<file path="config.mk">
export PLATFORM = sky130hd
export DESIGN_NAME = beat_timing_gen
export DESIGN_NICKNAME = d
export VERILOG_FILES = /design/src/rtl/beat_timing_gen.sv
export SDC_FILE = /design/constraint.sdc
export NUM_CORES = 1
export LEC_CHECK = 0
export BUFFER_PORTS_ARGS = -buffer_cell sky130_fd_sc_hd__buf_2
export CORE_MARGIN = 3
export CORE_UTILIZATION = 50
export CTS_CLUSTER_DIAMETER = 60
export DETAILED_ROUTE_END_ITERATION = 7
export GPL_ROUTABILITY_DRIVEN = 0
export HOLD_SLACK_MARGIN = 0.06
export PLACE_DENSITY = 0.81
export SLEW_MARGIN = 20
export SYNTH_ARGS = -nofsm -noshare
export SYNTH_HDL_FRONTEND = slang
export SYNTH_SLANG_ARGS = --single-unit
</file>
<file path="constraint.sdc">
create_clock -name CLK -period 2.8 [get_ports CLK]
set_clock_uncertainty 0.1 [all_clocks]
set_input_delay 0.14 -clock CLK [delete_from_list [all_inputs] [get_ports CLK]]
set_output_delay 0.14 -clock CLK [all_outputs]
set_load 0.02 [all_outputs]
</file>
<file path="src/rtl/beat_timing_gen.sv">
// Beat timing generator: produces the one-hot beat W, the T3 pulse and the
// beat-end pulse that drive the hardwired instruction controller.
// The QD button starts beat generation; STEP_MODE stops after every beat.
//
// state  | meaning
// -------+------------------------------------------------------------
// S_IDLE | no beats generated; phase held at 0; waiting for a QD rising edge
// S_RUN  | phase counts 0..PHASES-1; W advances at the last phase of a beat

module beat_timing_gen #(
    parameter int PHASES = 4,
    parameter int CNT_W  = 16
) (
    input  logic             CLK,
    input  logic             CLR,
    input  logic             QD,
    input  logic             STEP_MODE,
    input  logic             SHORT,
    input  logic             LONG,
    input  logic             STOP,
    output logic [2:0]       W,
    output logic             T3,
    output logic             RUN,
    output logic             BEAT_END,
    output logic [CNT_W-1:0] BEAT_CNT
);

    localparam int PH_W = $clog2(PHASES);
    localparam logic [PH_W-1:0] PH_T3   = PH_W'(PHASES - 2);
    localparam logic [PH_W-1:0] PH_LAST = PH_W'(PHASES - 1);

    localparam logic [2:0] W1 = 3'b001;
    localparam logic [2:0] W2 = 3'b010;
    localparam logic [2:0] W3 = 3'b100;

    typedef enum logic {
        S_IDLE = 1'b0,
        S_RUN  = 1'b1
    } state_t;

    state_t             state_q, state_d;
    logic [PH_W-1:0]    phase_q, phase_d;
    logic [2:0]         w_q, w_d;
    logic [CNT_W-1:0]   cnt_q, cnt_d;
    logic               qd_prev_q, qd_prev_d;

    logic               qd_rise;
    logic               boundary;
    logic [2:0]         w_next;

    // Register update; CLR abandons any beat in progress without advancing W.
    // qd_prev resets to 1 so a button held through reset does not start a run.
    always_ff @(posedge CLK) begin
        if (CLR) begin
            state_q   <= S_IDLE;
            phase_q   <= '0;
            w_q       <= W1;
            cnt_q     <= '0;
            qd_prev_q <= 1'b1;
        end else begin
            state_q   <= state_d;
            phase_q   <= phase_d;
            w_q       <= w_d;
            cnt_q     <= cnt_d;
            qd_prev_q <= qd_prev_d;
        end
    end

    // Beat sequencing: W1 -> W2 -> (W3) -> W1; any corrupted W returns to W1.
    always_comb begin
        w_next = W1;
        case (w_q)
            W1:      w_next = SHORT ? W1 : W2;
            W2:      w_next = LONG ? W3 : W1;
            W3:      w_next = W1;
            default: w_next = W1;
        endcase
    end

    // Next-state logic: start on a QD edge, advance phase, decide at beat boundary.
    always_comb begin
        state_d   = state_q;
        phase_d   = phase_q;
        w_d       = w_q;
        cnt_d     = cnt_q;
        qd_prev_d = QD;
        qd_rise   = QD & ~qd_prev_q;
        boundary  = (state_q == S_RUN) && (phase_q == PH_LAST);

        if (state_q == S_RUN) begin
            if (boundary) begin
                phase_d = '0;
                cnt_d   = cnt_q + CNT_W'(1);
                w_d     = w_next;
                if (STOP || STEP_MODE) begin
                    state_d = S_IDLE;
                end
            end else begin
                phase_d = phase_q + PH_W'(1);
            end
        end else begin
            phase_d = '0;
            if (qd_rise) begin
                state_d = S_RUN;
            end
        end
    end

    // Decoded outputs; T3 and BEAT_END are only ever active while running.
    always_comb begin
        RUN      = (state_q == S_RUN);
        T3       = RUN && (phase_q == PH_T3);
        BEAT_END = RUN && (phase_q == PH_LAST);
        W        = w_q;
        BEAT_CNT = cnt_q;
    end

endmodule

</file>
==> metrics.md, run 1 <==
| Metric | Value |
|---|---|
| Worst path cell trace | `ha_1, nand2_2, or2_1, or4_1, a21oi_1` |
| Die height | `51.0 um` |
| Worst skew pair latency | `0.31 ns` |
| H-tree levels | `1` |
| Clock Sink Count | `23` |
| Fin crit period | `1.91 ns` |
| Hold Fails Final Rpt | `0` |
| Initial antenna violation count | `0` |
| Drt first pass iters | `4` |
| Core Area | `1820 um2` |
| Setup TNS Final | `0 ns` |
| Overall power | `498 uW` |
| Max-Cap Viols | `0` |
| Postcts setup bufs | `0` |
| Row cnt | `15` |
| Min-Delay Path Class | `input pin to flop` |
| I/O Buffers | `28` |
| Clock-pin slew on the worst setup and hold paths | `0.12 ns` |
| Grt ovf | `0` |
| Netlist cell types | `32` |
| Antenna violation net count after detailed routing | `0` |
| Outcome | `finished, final reports clean` |
| Starting Density | `55.7%` |
| Tightest Pin Transition | `0.381 ns` |
| DR WL/cell | `13.2 um` |
| First-pass GRT wire length | `4020 um` |
| Worst Setup Start Kind | `flop` |
| Die W | `51.0 um` |
| Highest-count cells in the layout ignoring fill and taps | `buf_2 (28), dfxtp_1 (23), nor2_1 (15)` |
| RSZ-0062 raised after global routing | `no` |
| Filler cell count | `181` |
| Total CTS buffers | `3` |
| Post-Route M1 WL | `924 um` |
| Final setup fails | `0` |
| Worst EP required | `2.95 ns` |
| Post-synth ARST share | `0%` |
| Post-synth EDFFs | `0` |
| FMAX | `524 MHz` |
| Commonest non-fill, non-tap cell in the layout | `buf_2` |
| Avg Inst Size Synth | `8.74 um2` |
| Main synth FF type | `dfxtp_1` |
| PD cells | `411 nW/um2` |
| CTS tree | `done` |
| Final WL | `2270 um` |
| Die Area | `2600 um2` |
| Sequential share of the synthesized area | `45.4%` |
| Routed wl met2 | `1170 um` |
| Syn. warnings | `0` |
| Relative slew margins | `74.6%` |
| Worst path arrival time | `2.05 ns` |
| Vias in the first global route | `927` |
| Root buffer cell | `clkbuf_4` |
| Static Leak | `0.488 nW` |
| HPWL after detailed placement | `1620 um` |
| Mapped cell area | `1010 um2` |
| Layout cell share with drive strength beyond 1 | `25.2%` |
| ANT cells | `0` |
| Syn_nets | `126` |
| Endpoint type of the worst setup path | `flop` |
| Nets | `158` |
| # IOs | `29` |
| Max FO, Critical Path | `9` |
| Pin count of the biggest net entering global routing | `23` |
| Top sig layer | `met4` |
| Via-to-Cell Ratio | `5.86` |
| Total track usage | `19.9%` |
| Clock Path Buffers | `2` |
| Critical Path Max Stage Delay | `0.52 ns` |
| DR WL met3 | `138 um` |
| Layout area overhead | `19.6%` |
| CP max stage cell | `or4_1` |
| Residual DRC | `0` |
| Via count | `1008` |
| Max Slew Vio Count | `0` |
| Seq cells post-synth | `23` |
| 1st-iter DRT viols | `23` |
| CP Class | `flop to flop` |
| Max VDD drop | `0.000247 V` |
| Post-Synthesis Cells | `116` |
| Crit share post-route | `68.1%` |
routing by layer:
layer | GRT usage (%) | vias to the layer above
met4 | 8.52 | 0
met5 | 0 | -
met2 | 35.2 | 49
met1 | 23.2 | 477
li1 | - | 475
met3 | 3.50 | 7
state kept, by name (all words and copies together), names as in the netlist:
register	flops
RUN	1
qd_prev_q	1
phase_q	2
BEAT_CNT	16
W	3
worst paths after layout:
path | to | cells past startpoint | slack [ns] | start
max | BEAT_CNT[15] | 5 | 0.89 | phase_q[0]
min | RUN | 4 | 0.08 | STOP
max reg2reg | BEAT_CNT[15] | 5 | 0.89 | phase_q[0]
min reg2reg | phase_q[0] | 1 | 0.36 | phase_q[0]
where the power goes:
part	total (mW)	internal (mW)	leakage (nW)	switching [mW]
logic	0.0166	0.00743	0.287	0.00914
clock network	0.151	0.0556	0.0150	0.0949
registers	0.331	0.329	0.186	0.00185
total	0.498	0.392	0.488	0.106
critical path, delay by kind of cell (launching register included):
family / cells / cell delay, ns
simple gates: 3 / 0.98
flops: 1 / 0.37
fa+ha+maj: 1 / 0.23
compound gates: 1 / 0.15
Yosys cell counts, types with 3 or more instances:
master	count	area (um2)
nand4_1	5	31.3
dfxtp_1	23	460
nand3_1	5	25.0
xnor2_1	6	52.6
o21ai_0	3	15.0
or4_1	4	30.0
nor4_1	3	18.8
o31ai_1	4	30.0
a21oi_1	9	45.0
ha_1	3	37.5
xor2_1	3	26.3
nor2_1	15	56.3
nand2_1	10	37.5
repair_timing:
action,CTS,global route
hold buffers,2,0
hold endpoints to repair,2,0
resized for setup,0,0
layout make-up:
class	count	area, um2	area share [%]
timing repair buffer	30	160	13.2
clock buffer	4	26.3	2.17
multi-input combinational	87	523	43.1
tap	25	31.3	2.58
inverter	3	11.3	0.929
sequential	23	460	38.0
stage by stage:
step | hold WS [ns] | setup WS (ns) | std cells | cell area (um2) | util (%)
floorplan | 0.144 | 0.994 | 116 | 1010 | -
global placement | 0.240 | 0.988 | 166 | 1170 | 64.1
detailed placement | 0.242 | 0.907 | 166 | 1170 | 64.1
CTS | 0.0800 | 0.880 | 172 | 1210 | 66.6
global route | 0.121 | 0.782 | 172 | 1210 | 66.6
finish | 0.0847 | 0.893 | 172 | 1210 | 66.6
kinds of logic after synthesis:
logic type	synth area share, %
adders and majority gates	3.70
muxes	1.11
and+or+nand+nor	28.9
xor gates and xnor gates	7.78
AOI/OAI and AO/OA	10.1
DFF	45.4
buffers and inverters	2.96
Note: power is estimated with default switching activity, not from simulation.
==> inputs of run 2 (changes only) <==
--- a/config.mk
+++ b/config.mk
@@ -7,12 +7,12 @@
 export LEC_CHECK = 0
 export BUFFER_PORTS_ARGS = -buffer_cell sky130_fd_sc_hd__buf_2
 export CORE_MARGIN = 3
-export CORE_UTILIZATION = 50
+export CORE_UTILIZATION = 49
 export CTS_CLUSTER_DIAMETER = 60
 export DETAILED_ROUTE_END_ITERATION = 7
 export GPL_ROUTABILITY_DRIVEN = 0
 export HOLD_SLACK_MARGIN = 0.06
-export PLACE_DENSITY = 0.81
+export PLACE_DENSITY = 0.8
 export SLEW_MARGIN = 20
 export SYNTH_ARGS = -nofsm -noshare
 export SYNTH_HDL_FRONTEND = slang
==> constraint.sdc (replaced) <==
create_clock -name CLK -period 2 [get_ports CLK]
set_clock_uncertainty 0.1 [all_clocks]
set_input_delay 0.1 -clock CLK [delete_from_list [all_inputs] [get_ports CLK]]
set_output_delay 0.1 -clock CLK [all_outputs]
set_load 0.02 [all_outputs]
==> metrics.md, run 2 (same netlist as run 1, synthesis figures left out) <==
| Metric | Value |
|---|---|
| 1st-iter DRT viols | `18 (-22%)` |
| Worst EP required | `2.14 ns (-0.81 ns)` |
| Layout area overhead | `19.9%` |
| Worst skew pair latency | `0.31 ns (about the same)` |
| Switch share | `21.4% (+0.094 points)` |
| Die Area | `2650 um2 (+1.8%)` |
| H-tree levels | `1 (unchanged)` |
| Tightest Pin Transition | `0.395 ns (+0.0145 ns)` |
| Antenna violation net count after detailed routing | `0 (unchanged)` |
| Fin util | `66.1% (-0.54 points)` |
| Highest-count cells in the layout ignoring fill and taps | `buf_2 (28), dfxtp_1 (23), nor2_1 (15)` |
| Min-Delay Path Class | `input pin to flop` |
| Static Leak | `0.490 nW (+0.32%)` |
| Crit share post-route | `92.7% (+25 points)` |
| Starting Density | `55.1% (-0.57 points)` |
| Internal | `549 uW (+40%)` |
| Sequential power share | `66.4% (about the same)` |
| CP Class | `flop to flop` |
| Pin count of the biggest net entering global routing | `23 (unchanged)` |
| Worst Setup Start Kind | `flop` |
| Max-Cap Viols | `0 (unchanged)` |
| Fin crit period | `1.85 ns (-0.0532 ns)` |
| RSZ-0062 raised after global routing | `no` |
| Psw | `149 uW (+41%)` |
| Commonest non-fill, non-tap cell in the layout | `buf_2` |
| Clock Power Share | `30.3% (about the same)` |
| Clock Sink Count | `23 (unchanged)` |
| Top sig layer | `met4` |
| Vias in the first global route | `843 (-9.1%)` |
| Initial antenna violation count | `0 (unchanged)` |
| Row cnt | `15 (unchanged)` |
| First-pass GRT wire length | `3630 um (-9.6%)` |
| PD cells | `575 nW/um2 (+40%)` |
| Filler cell count | `179 (-1.1%)` |
| Grt ovf | `0 (unchanged)` |
| Outcome | `finished, final reports clean` |
| Die height | `51.5 um (+0.90%)` |
| Postcts setup bufs | `0 (unchanged)` |
| HPWL after detailed placement | `1580 um (-2.5%)` |
| Comb power frac | `3.3% (about the same)` |
| Final setup fails | `0 (unchanged)` |
| Max VDD drop | `0.000452 V (+83%)` |
| Max Slew Vio Count | `0 (unchanged)` |
| CTS tree | `done` |
| Residual DRC | `0 (unchanged)` |
| Routed wl met2 | `1020 um (-12%)` |
| ANT cells | `0 (unchanged)` |
| Worst path arrival time | `2.00 ns (-0.05 ns)` |
| Hold Fails Final Rpt | `0 (unchanged)` |
| Drt first pass iters | `4 (unchanged)` |
| Clock Path Buffers | `2 (unchanged)` |
| Max FO, Critical Path | `9 (unchanged)` |
| Clock-pin slew on the worst setup and hold paths | `0.12 ns (about the same)` |
| I/O Buffers | `28 (unchanged)` |
| Fin area | `1210 um2 (+0.21%)` |
| FMAX | `539 MHz (+2.9%)` |
| DR WL met3 | `69 um (-50%)` |
| Total CTS buffers | `3 (unchanged)` |
| Final WL | `2070 um (-8.8%)` |
| Core Area | `1840 um2 (+1.0%)` |
| DR WL/cell | `12.0 um (-8.8%)` |
| Setup TNS Final | `0 ns (unchanged)` |
| Root buffer cell | `clkbuf_4` |
| Total track usage | `17.8% (-2.1 points)` |
| Via count | `919 (-8.8%)` |
| Register Area | `460 um2 (unchanged)` |
| # IOs | `29 (unchanged)` |
| Nets | `158 (unchanged)` |
| Multi-input logic area | `526 um2 (+0.48%)` |
| Cell Area, Placed | `1170 um2 (unchanged)` |
| Endpoint type of the worst setup path | `flop` |
| Post-Route M1 WL | `941 um (+1.8%)` |
| Layout cell share with drive strength beyond 1 | `25.9% (+0.68 points)` |
| Relative slew margins | `73.6% (-0.97 points)` |
| Via-to-Cell Ratio | `5.34 (-8.8%)` |
| Die W | `51.5 um (+0.90%)` |
| Max reg flops | `16 (unchanged)` |
run 2: cell count changes in the layout (fill, tap and decap cells not counted):
cell   change
or2_1      -1
or2_4      +1
run 2: worst paths after layout:
path | from | to | slack [ns] | cells past startpoint
worst max-delay path | phase_q[0] | BEAT_CNT[13] | 0.15 | 5
worst min-delay path | STOP | RUN | 0.06 | 4
worst max register to register | phase_q[0] | BEAT_CNT[13] | 0.15 | 5
worst min register to register | phase_q[0] | phase_q[0] | 0.35 | 1
run 2: what timing repair did:
item	4_1_cts	5_1_grt
endpoints found under the hold margin	2	0
hold buffers	2	0
setup endpoints to repair	0	3
gates resized for setup	0	1
run 2: layout make-up:
class                      count  area share (%)
clock buffer                   4            2.16
multi-input combinational     87            43.3
tap                           25            2.57
inverter                       3           0.927
sequential                    23            37.9
timing repair buffer          30            13.2
run 2: per-stage QoR:
step	hold slack (ns)	cells	worst slack [ns]	power, mW
CTS	0.0617	172	0.0662	0.701
finish	0.0606	172	0.146	0.698
floorplan	0.104	116	0.194	0.485
global placement	0.192	166	0.185	0.493
detailed placement	0.202	166	0.0944	0.494
global route	0.0678	172	0.0289	0.730
run 2: critical path, cell delays in order, from the launching register on:
cell and delay (ns):
dfxtp_1 0.37, ha_1 0.23, nand2_2 0.11, or2_4 0.31
or4_1 0.51, a21oi_1 0.16
run 2: power by group through the flow:
stage | Combinational (mW) | Clock (mW) | Sequential, mW
finish | 0.0231 | 0.211 | 0.464
global route | 0.0258 | 0.240 | 0.465
CTS | 0.0231 | 0.215 | 0.464
detailed placement | 0.0202 | 0 | 0.474
global placement | 0.0195 | 0 | 0.474
floorplan | 0.00988 | 0 | 0.475
run 2: per-layer routing:
layer / vias up / GRT usage (%)
met5: - / 0
met2: 16 / 30.3
met4: 0 / 6.11
li1: 473 / -
met3: 6 / 3.79
met1: 424 / 22.0
